**config.mk**
```make
export PLATFORM = sky130hd
export DESIGN_NAME = shift_seq
export DESIGN_NICKNAME = d
export VERILOG_FILES = /design/src/rtl/shift_seq_pkg.sv /design/src/rtl/shift_seq_cnt.sv /design/src/rtl/shift_seq.sv
export SDC_FILE = /design/constraint.sdc
export NUM_CORES = 1
export LEC_CHECK = 0
export ABC_CLOCK_PERIOD_IN_PS = 2800
export BUFFER_PORTS_ARGS = -buffer_cell sky130_fd_sc_hd__clkbuf_2
export CAP_MARGIN = 20
export CORE_MARGIN = 2
export CORE_UTILIZATION = 56
export CTS_BUF_LIST = sky130_fd_sc_hd__clkbuf_8
export DETAILED_ROUTE_END_ITERATION = 7
export PLACE_DENSITY_LB_ADDON = 0.3
export RECOVER_POWER = 100
export SYNTH_ARGS = -nofsm -noshare
export SYNTH_HDL_FRONTEND = slang
export SYNTH_SLANG_ARGS = --single-unit
```
**constraint.sdc**
```tcl
create_clock -name clk -period 2.8 [get_ports clk]
set_input_delay 0.28 -clock clk [delete_from_list [all_inputs] [get_ports clk]]
set_output_delay 0.28 -clock clk [all_outputs]
set_load 0.01 [all_outputs]
```
**src/rtl/shift_seq_pkg.sv**
```systemverilog
// Shared types for the shift-register slice sequencer: slice mode encoding,
// fill selection and sequencer state.
package shift_seq_pkg;

  typedef enum logic [1:0] {
    MODE_LOAD   = 2'b00,
    MODE_SHIFTR = 2'b01,
    MODE_SHIFTL = 2'b10,
    MODE_HOLD   = 2'b11
  } tMode141;

  typedef enum logic [1:0] {
    FILL_ZERO  = 2'd0,
    FILL_ONES  = 2'd1,
    FILL_ARITH = 2'd2,
    FILL_ROT   = 2'd3
  } tFill;

  typedef enum logic [1:0] {
    ST_IDLE  = 2'd0,
    ST_LOAD  = 2'd1,
    ST_SHIFT = 2'd2,
    ST_DONE  = 2'd3
  } tShiftSeqState;

  function automatic tMode141 shift_mode(input logic dir);
    return dir ? MODE_SHIFTR : MODE_SHIFTL;
  endfunction

endpackage

```
**src/rtl/shift_seq_cnt.sv**
```systemverilog
// Remaining-shift down-counter for shift_seq; flags are decoded from the register.
// Latency: load/decrement visible the cycle after the edge. No backpressure.
// Decrement saturates at zero.
module shift_seq_cnt #(
  parameter int CNT_W = 6
) (
  input  logic             clk,
  input  logic             reset,
  input  logic             load,
  input  logic             dec,
  input  logic [CNT_W-1:0] din,
  output logic             isOne,
  output logic             isZero
);

  logic [CNT_W-1:0] q;

  always_ff @(posedge clk) begin
    if (reset) begin
      q <= '0;
    end else if (load) begin
      q <= din;
    end else if (dec && !isZero) begin
      q <= q - CNT_W'(1);
    end
  end

  assign isOne  = (q == CNT_W'(1));
  assign isZero = (q == '0);

endmodule

```
**src/rtl/shift_seq.sv**
```systemverilog
// Sequencer driving mode/serial-fill of a 4-bit universal shift-register chain.
// Latency: start edge to done cycle = loadFirst + count + 1. start ignored unless IDLE.
// Optional abort input when SHIFT_SEQ_ABORT_EN is defined.
module shift_seq
  import shift_seq_pkg::*;
#(
  parameter int CNT_W = 6
) (
  input  logic             clk,
  input  logic             reset,
  input  logic             start,
  input  logic             dir,
  input  logic [1:0]       fill,
  input  logic [CNT_W-1:0] count,
  input  logic             loadFirst,
  input  logic             bit0Q,
  input  logic             bitNQ,
`ifdef SHIFT_SEQ_ABORT_EN
  input  logic             abort,
`endif
  output logic             op2,
  output logic             op1,
  output logic             shft0in,
  output logic             shftNin,
  output logic             busy,
  output logic             done
);

  tShiftSeqState state, nxt;
  tMode141       mode;
  logic          dirQ;
  tFill          fillQ;
  logic          accept;
  logic          cntOne, cntZero;
  logic          abortHit;

`ifdef SHIFT_SEQ_ABORT_EN
  assign abortHit = abort;
`else
  assign abortHit = 1'b0;
`endif

  assign accept = (state == ST_IDLE) && start;

  shift_seq_cnt #(.CNT_W(CNT_W)) u_cnt (
    .clk    (clk),
    .reset  (reset),
    .load   (accept),
    .dec    (state == ST_SHIFT),
    .din    (count),
    .isOne  (cntOne),
    .isZero (cntZero)
  );

  always_ff @(posedge clk) begin
    if (reset) begin
      state <= ST_IDLE;
      dirQ  <= 1'b0;
      fillQ <= FILL_ZERO;
    end else begin
      state <= nxt;
      if (accept) begin
        dirQ  <= dir;
        fillQ <= tFill'(fill);
      end
    end
  end

  always_comb begin
    nxt     = state;
    mode    = MODE_HOLD;
    shft0in = 1'b0;
    shftNin = 1'b0;
    case (state)
      ST_IDLE: begin
        if (start) begin
          if (loadFirst)          nxt = ST_LOAD;
          else if (count != '0)   nxt = ST_SHIFT;
          else                    nxt = ST_DONE;
        end
      end
      ST_LOAD: begin
        mode = MODE_LOAD;
        nxt  = cntZero ? ST_DONE : ST_SHIFT;
        if (abortHit) nxt = ST_IDLE;
      end
      ST_SHIFT: begin
        mode = shift_mode(dirQ);
        // Leave on the last shift so exactly 'count' SHIFT cycles are presented.
        nxt  = (cntOne || cntZero) ? ST_DONE : ST_SHIFT;
        if (abortHit) nxt = ST_IDLE;
        if (!dirQ) begin
          case (fillQ)
            FILL_ZERO:  shft0in = 1'b0;
            FILL_ONES:  shft0in = 1'b1;
            FILL_ARITH: shft0in = bit0Q;
            FILL_ROT:   shft0in = bitNQ;
            default:    shft0in = 1'b0;
          endcase
        end else begin
          case (fillQ)
            FILL_ONES:  shftNin = 1'b1;
            FILL_ROT:   shftNin = bit0Q;
            default:    shftNin = 1'b0;
          endcase
        end
      end
      ST_DONE: nxt = ST_IDLE;
      default: nxt = ST_IDLE;
    endcase
  end

  assign {op2, op1} = mode;
  assign busy       = (state != ST_IDLE);
  assign done       = (state == ST_DONE);

endmodule

```
# Yosys cells after proc, flatten, opt, wreduce, memory -nomap -nowiden
# Cells that the tools add are included.
# word_totals
reg_bits	11
inputBits	15
output_inout_bits	6
word_cells	39
# op_classes
add_sub_neg	1
n_eq_ne	8
mux	16
n_reduce_logical	10
# op_table
op	count
$mux 6	2
$eq 2x2->1 const B	4
$pmux 2 s4	1
$mux 1	7
$eq 6x1->1 const B	1
$logic_not 6->1	1
$mux 2	3
$reduce_bool 6->1	1
$sub 6x1->6 const B	1
$eq 2x1->1 const B	2
$logic_not 2->1	2
$pmux 1 s4	1
$pmux 2 s2	1
$reduce_bool 2->1	2
$logic_and 1x1->1	2
$ne 2x2->1 const B	1
$pmux 1 s2	1
$logic_not 1->1	1
$logic_or 1x1->1	1

# Logic depth before layout (Yosys ltp)
# Gate-level depths: netlist (run 1).
# logic_depth
ltp_word	5
mapped_depth	7
depth_no_buf	6

# By module
# A second synthesis (run 1) with hierarchy kept.
# unflattened
hier_cells	100
area_unflattened_um2	817.0
# by_module_without_submodules
mod	instances	cells_each	area_per_inst_um2	seq_area_each_um2
shift_seq_cnt	1	52	445.4	120.1
shift_seq	1	48	371.6	100.1

# Least setup slack after synthesis (run 1)
# OpenSTA, ideal clock, no wires.
# synth_timing
path_kind	reg-to-reg
startpoint	reg state[0]
endpoint	reg u_cnt.q[3]
setup_ps	78
arrival_ps	1617
t_required_ps	2722
path_slack_ps	1105
path_stages_with_launch	6
n_path_buf	0
synth_period_minus_slack_ps	1695
path_cell_list	dfxtp_1 inv_1 ha_1 or4b_2 o31a_2 nor3_1
# synth_between
elab_chain_len	3
elab_cells_between_ends	6
classes_between	eq/ne: 1; mux: 1; reduce/logical: 4
# synth_rtl
item	line	source
start: declaration	shift_seq.sv:29	tShiftSeqState state, nxt;
start signal: assignment	shift_seq.sv:61	state <= nxt;
$eq 2x2->1 or $logic_not 2->1 (tied branches)	shift_seq.sv:49, shift_seq.sv:43	
$logic_and 1x1->1 (on tied branches)	shift_seq_cnt.sv:23, shift_seq.sv:43	
$reduce_bool 2->1 (no line) or $mux 6 (tied branches)	--	
end signal: assignment	shift_seq_cnt.sv:22	q <= din;
end signal: assignment	shift_seq_cnt.sv:24	q <= q - CNT_W'(1);
end: declaration	shift_seq_cnt.sv:16	logic [CNT_W-1:0] q;
# Several ways; a longest one is shown, not always the timed one.
# A chain may end at the register's enable or synchronous reset.

# Worst setup path in the final report (run 1)
# layout_timing
startpoint	reg state[0]
endpoint	reg u_cnt.q[5]
# Same word-level chain as after synthesis.

==> results.py, run 1 <==
metrics = {
    "finish": {
        "finalNetCount": 140,
        "syn_to_final_growth_pct": 19.3,
        "stdcell_area_um2": 872,
        "drive_gt1_share_pct": 16.4,
        "finalNonFillerCells": 131,
        "diodes": 0,
    },
    "floorplan": {
        "core-area_um2": 1250,
        "rows": 13,
        "pin_count": 21,
        "fp.dieH_um": 40.1,
        "initial_utilization_pct": 58.3,
        "die_w_um": 40.1,
        "die_area_um2": 1610,
    },
    "setup_path": {
        "reg2reg_depth": 5,
        "crit_arrival_ns": 2.16,
        "ff2ff_setup_slack_ns": 0.75,
        "worst-setup-path-type": "reg2reg",
        "cp-start-kind": "register",
        "worstReg2RegEnd": "u_cnt.q[5]$_SDFFE_PP0P_",
        "endpoint_kind": "register",
        "required_ns": 2.90,
        "crit_fanout": 12,
        "crit_start": "state[0]$_SDFFE_PP0P_",
        "timing.rr.start": "state[0]$_SDFFE_PP0P_",
        "endpoint": "u_cnt.q[5]$_SDFFE_PP0P_",
    },
    "synth": {
        "yosysWarnings": 0,
        "muxShareOfSynthArea_pct": 2.74,
        "synth_cell_type_count": 27,
        "synth-compound-area-share_pct": 21.2,
        "syn_inst": 96,
        "syn_avg_cell_area_um2": 7.61,
        "synth-xor-area-share_pct": 1.20,
        "yosysTopAreaCellShare_pct": 30.1,
        "yosys.area_share.simple_pct": 23.8,
        "synth_nets": 119,
        "yosysTopAreaCell": "dfxtp_1",
        "ys_top_cells_by_area": "dfxtp_1, ha_1, a21oi_1, nand2_1, nor2_1",
        "synth_top_family_by_area": "simple AND/OR/NAND/NOR gates",
        "synth_fa_ha_area_share_pct": 13.7,
        "seq_area_frac_synth_pct": 30.1,
        "syn_area_um2": 731,
        "synth_seq_cells": 11,
    },
    "global_route": {
        "grt_pass1_wl_mm": 2.55,
        "grt_pass1_vias": 658,
        "grt.total_usage_pct": 24.2,
        "antenna_found_initial": 0,
        "grt_max_degree": 13,
        "grt_overflow": 0,
    },
    "timing": {
        "period_share_pct": 73.4,
        "hold_viol": 0,
        "worst_slew_margin_rel_pct": 74.2,
        "skew_ns": 0.000642,
        "max_freq_ghz": 0.487,
        "setup_viol": 0,
        "slew_violations": 0,
        "tns_ns": 0,
        "fin_crit_ns": 2.05,
        "rsz0062_at_grt": "no",
        "tightestPinTransition_ns": 0.385,
    },
    "placement": {
        "gp_congestion": 0.859,
        "io_buffers": 20,
        "dp.cells": 127,
        "placed_area_um2": 835,
        "dp_hpwl_mm": 1.17,
    },
    "clock_tree": {
        "clkTransAtPathRegs_ns": 0.05,
        "cts_tree": "done",
        "htree_levels": 1,
        "cts_made_buffers": 3,
        "cts_resized": 0,
        "postCtsSetupRepairBufs": 0,
        "clockRootBuffer": "clkbuf_8",
        "max-clock-path-buffers": 2,
        "cts_hold_buf": 0,
        "cts_sinks": 11,
        "clkLatencyLatePin_ns": 0.23,
    },
    "drt": {
        "dr.pass1.iters": 4,
        "drtIter0Drc": 14,
        "routed_wl_mm": 1.65,
        "via_per_inst": 5.61,
        "ant_nets": 0,
        "drc_errors": 0,
        "vias": 735,
        "wire_per_inst_um": 12.6,
    },
    "pwr": {
        "irDropWorstVdd_v": 0.000478,
        "pwr_density_cell_nw_per_um2": 740,
        "leakagePower_nw": 0.381,
    },
    "min_path": {
        "hold_class": "in2reg",
    },
    "outcome": {
        "status": "finished clean",
    },
    "flow_run": {
        "maxCapViolCount": 0,
    },
}
[stage by stage]
step	hold slack, ns	total power, mW	util (%)	setup slack, ns
2_1_floorplan	0.352	0.422	-	1.11
3_5_place_dp	0.485	0.490	66.6	0.785
6_report	0.266	0.645	69.6	0.746
5_1_grt	0.284	0.695	69.6	0.681
3_3_place_gp	0.477	0.482	66.6	0.852
4_1_cts	0.272	0.649	70.2	0.757
[where the power goes]
part / switching, mW / leakage, nW / internal (mW) / total, mW
registers: 0.0390 / 0.0909 / 0.189 / 0.228
clock network: 0.0575 / 0.0269 / 0.0961 / 0.154
logic: 0.152 / 0.263 / 0.112 / 0.264
[final cells by class]
type | instances | area [µm²]
sequential | 11 | 220
inverter | 10 | 37.5
multi-input combinational | 71 | 458
timing repair buffer | 20 | 92.6
tap | 15 | 18.8
clock inverter | 1 | 3.75
fill | 119 | 380
clock buffer | 3 | 41.3
[layout by cell type, fill, tap and decap left out, types with 2 or more instances in the layout]
master,n
mux2i_1,2
nand2_1,11
clkbuf_1,6
or4_1,3
clkbuf_2,14
ha_1,8
inv_1,11
a21oi_1,12
clkbuf_8,3
a211oi_1,4
dfxtp_1,11
nor3_1,4
nor2_1,11
[how the worst min path moves through the flow]
| stage | from | end | slack [ns] | cells past startpoint |
|---|---|---|---|---|
| CTS | dir | dirQ$_SDFFE_PP0P_ | 0.27 | 3 |
| detailed placement | fillQ[0]$_SDFFE_PP0P_ | fillQ[0]$_SDFFE_PP0P_ | 0.48 | 2 |
| finish | fill[1] | fillQ[1]$_SDFFE_PP0P_ | 0.27 | 3 |
| floorplan | reset | state[0]$_SDFFE_PP0P_ | 0.35 | 1 |
| global route | dir | dirQ$_SDFFE_PP0P_ | 0.28 | 3 |
| global placement | fillQ[1]$_SDFFE_PP0P_ | fillQ[1]$_SDFFE_PP0P_ | 0.48 | 2 |
[flip-flops by register name, summed over array words and instances (netlist names)]
signal   count
fillQ        2
dirQ         1
u_cnt.q      6
state        2
[cell families after synthesis]
family	after synthesis
AO/OA/AOI/OAI	24
XOR/XNOR	1
adder cells (fa/ha/maj)	8
buffers and inverters	14
flip-flops	11
multiplexers	2
AND/OR/NAND/NOR	36
[critical path, stage by stage, from the launching register on]
cell	delay, ns
dfxtp_1	0.34
inv_1	0.11
ha_1	0.39
or4b_2	0.67
o31ai_1	0.27
a211oi_1	0.15
[metal layers]
| layer | share of wire [%] | routed length (µm) | track usage (%) |
|---|---|---|---|
| met1 | 42 | 701 | 23.9 |
| met2 | 50 | 834 | 47.2 |
| met3 | 5.9 | 98 | 5.00 |
| met4 | 1.1 | 18 | 10.3 |
| met5 | 0 | 0 | 0 |
[synthesized netlist by cell type]
| library cell | count |
|---|---|
| a21oi_1 | 12 |
| nor2b_1 | 1 |
| o31a_1 | 1 |
| o221ai_1 | 1 |
| dfxtp_1 | 11 |
| nor4_1 | 1 |
| nand2b_1 | 1 |
| nor4b_1 | 1 |
| o31a_2 | 1 |
| o21ai_0 | 1 |
| nor3_1 | 4 |
| nor2_1 | 11 |
| or4_1 | 3 |
| a21boi_0 | 1 |
| nand2_1 | 11 |
| a211oi_1 | 4 |
| inv_1 | 10 |
| clkbuf_1 | 4 |
| or4b_2 | 1 |
| mux2i_1 | 2 |
| ha_1 | 8 |
| a41oi_1 | 1 |
| xnor2_1 | 1 |
| a311oi_1 | 1 |
| and2_1 | 1 |
| o31ai_1 | 1 |
| nand3_1 | 1 |
Note: power is estimated with default switching activity, not from simulation.
==> inputs of run 2 (changes only) <==
Settings changed: ABC_CLOCK_PERIOD_IN_PS 2800 to 2100, CORE_UTILIZATION 56 to 52.
Clock period 2.8 ns to 2.1 ns, I/O delays scaled along.
==> run 2 against run 1 <==
Against the previous run:
- first-iteration DRC count up 130%
- combinational power grew 35%
- clock power is 40% higher
- die area increased by 6.9%
- sequential power grew 34%
- largest cell class unchanged
- critical path depth unchanged
- cell count rose by 0.76%
- utilization fell by 2.0 points
- clock-buffer cell count stayed put
==> results.py, run 2 (same netlist as run 1, synthesis figures left out) <==
metrics = {
    "pwr": {
        "leakagePower_nw": 0.386,
        "irDropWorstVdd_v": 0.000550,
        "pwr_density_cell_nw_per_um2": 997,
    },
    "drt": {
        "vias": 744,
        "via_per_inst": 5.64,
        "ant_nets": 0,
        "drc_errors": 0,
        "dr.pass1.iters": 4,
        "wire_per_inst_um": 13.4,
        "routed_wl_mm": 1.77,
        "drtIter0Drc": 32,
    },
    "global_route": {
        "grt_pass1_vias": 698,
        "grt.total_usage_pct": 23.7,
        "grt_overflow": 0,
        "grt_max_degree": 12,
        "antenna_found_initial": 0,
        "grt_pass1_wl_mm": 3.08,
    },
    "floorplan": {
        "core-area_um2": 1300,
        "initial_utilization_pct": 56.2,
        "fp.dieH_um": 41.5,
        "die_area_um2": 1720,
        "rows": 13,
        "pin_count": 21,
        "die_w_um": 41.5,
    },
    "finish": {
        "final_cell_mix": "clkbuf_2, a21oi_1",
        "stdcell_area_um2": 880,
        "finalNetCount": 141,
        "layout_commonest_cell": "clkbuf_2",
        "finalNonFillerCells": 132,
        "syn_to_final_growth_pct": 20.4,
        "top_register": "u_cnt.q",
        "largest_register_ffs": 6,
        "top_regs": "u_cnt.q (6), fillQ (2), state (2)",
        "drive_gt1_share_pct": 17.1,
        "fillers": 129,
        "diodes": 0,
    },
    "clock_tree": {
        "clkLatencyLatePin_ns": 0.24,
        "htree_levels": 1,
        "cts_sinks": 11,
        "cts_tree": "done",
        "clockRootBuffer": "clkbuf_8",
        "cts_hold_buf": 0,
        "max-clock-path-buffers": 2,
        "postCtsSetupRepairBufs": 0,
        "clkTransAtPathRegs_ns": 0.05,
        "cts_resized": 0,
        "cts_made_buffers": 3,
    },
    "flow_run": {
        "maxCapViolCount": 0,
    },
    "placement": {
        "gp_congestion": 0.789,
        "dp_slack_ns": 0.325,
        "io_buffers": 20,
        "dp_hpwl_mm": 1.28,
        "placed_area_um2": 842,
        "dp.cells": 128,
    },
    "timing": {
        "worst_slew_margin_rel_pct": 73.9,
        "tns_ns": 0,
        "slew_violations": 0,
        "timing.final.ws_setup_ns": 0.302,
        "skew_ns": 0.000817,
        "fin_crit_ns": 1.80,
        "period_share_pct": 85.6,
        "hold_viol": 0,
        "max_freq_ghz": 0.556,
        "tightestPinTransition_ns": 0.391,
        "setup_viol": 0,
        "rsz0062_at_grt": "no",
    },
    "setup_path": {
        "endpoint_kind": "register",
        "required_ns": 2.27,
        "crit_fanout": 4,
        "cp-start-kind": "register",
        "worst-setup-path-type": "reg2reg",
        "crit_arrival_ns": 1.97,
    },
    "outcome": {
        "status": "finished clean",
    },
    "min_path": {
        "hold_class": "in2reg",
    },
}
[run 2: area by class of cell]
class                           instances  area, µm²  share of cell area [%]
Multi-Input combinational cell         71        458                    52.1
Sequential cell                        11        220                    25.0
Timing Repair Buffer                   21        100                    11.4
Clock buffer                            3       41.3                    4.69
Inverter                               10       37.5                    4.27
Tap cell                               15       18.8                    2.13
Clock inverter                          1       3.75                   0.427
[run 2: per-stage QoR]
step / total power, mW / hold slack, ns / util (%)
after floorplan: 0.563 / 0.282 / -
after global placement: 0.651 / 0.439 / 64.7
after detailed placement: 0.666 / 0.438 / 64.7
after CTS: 0.887 / 0.184 / 68.2
after global routing: 0.951 / 0.196 / 67.6
final: 0.877 / 0.181 / 67.6
[run 2: worst max-delay path, cell delays in order, from the launching register on]
cell and delay [ns]:
dfxtp_1 0.34, inv_1 0.11, ha_1 0.19, or4b_2 0.63, o31a_2 0.31, nor3_1 0.16
[run 2: power by group]
| part | leakage, nW | total [mW] | switching [mW] | internal (mW) |
|---|---|---|---|---|
| clock network | 0.0269 | 0.215 | 0.0860 | 0.129 |
| logic | 0.268 | 0.356 | 0.203 | 0.153 |
| registers | 0.0909 | 0.306 | 0.0540 | 0.252 |
[run 2: worst paths after layout]
| path | cells past startpoint | slack [ns] | end | from |
|---|---|---|---|---|
| worst max-delay path | 5 | 0.30 | u_cnt.q[3]$_SDFFE_PP0P_ | state[0]$_SDFFE_PP0P_ |
| worst min-delay path | 3 | 0.18 | fillQ[1]$_SDFFE_PP0P_ | fill[1] |
| worst max register to register | 5 | 0.30 | u_cnt.q[3]$_SDFFE_PP0P_ | state[0]$_SDFFE_PP0P_ |
| worst min register to register | 2 | 0.49 | fillQ[0]$_SDFFE_PP0P_ | fillQ[0]$_SDFFE_PP0P_ |
[run 2: metal layers]
layer | track usage (%) | wire (µm)
met1 | 29.7 | 757
met2 | 35.6 | 843
met3 | 5.65 | 112
met4 | 16.1 | 56
met5 | 0 | 0
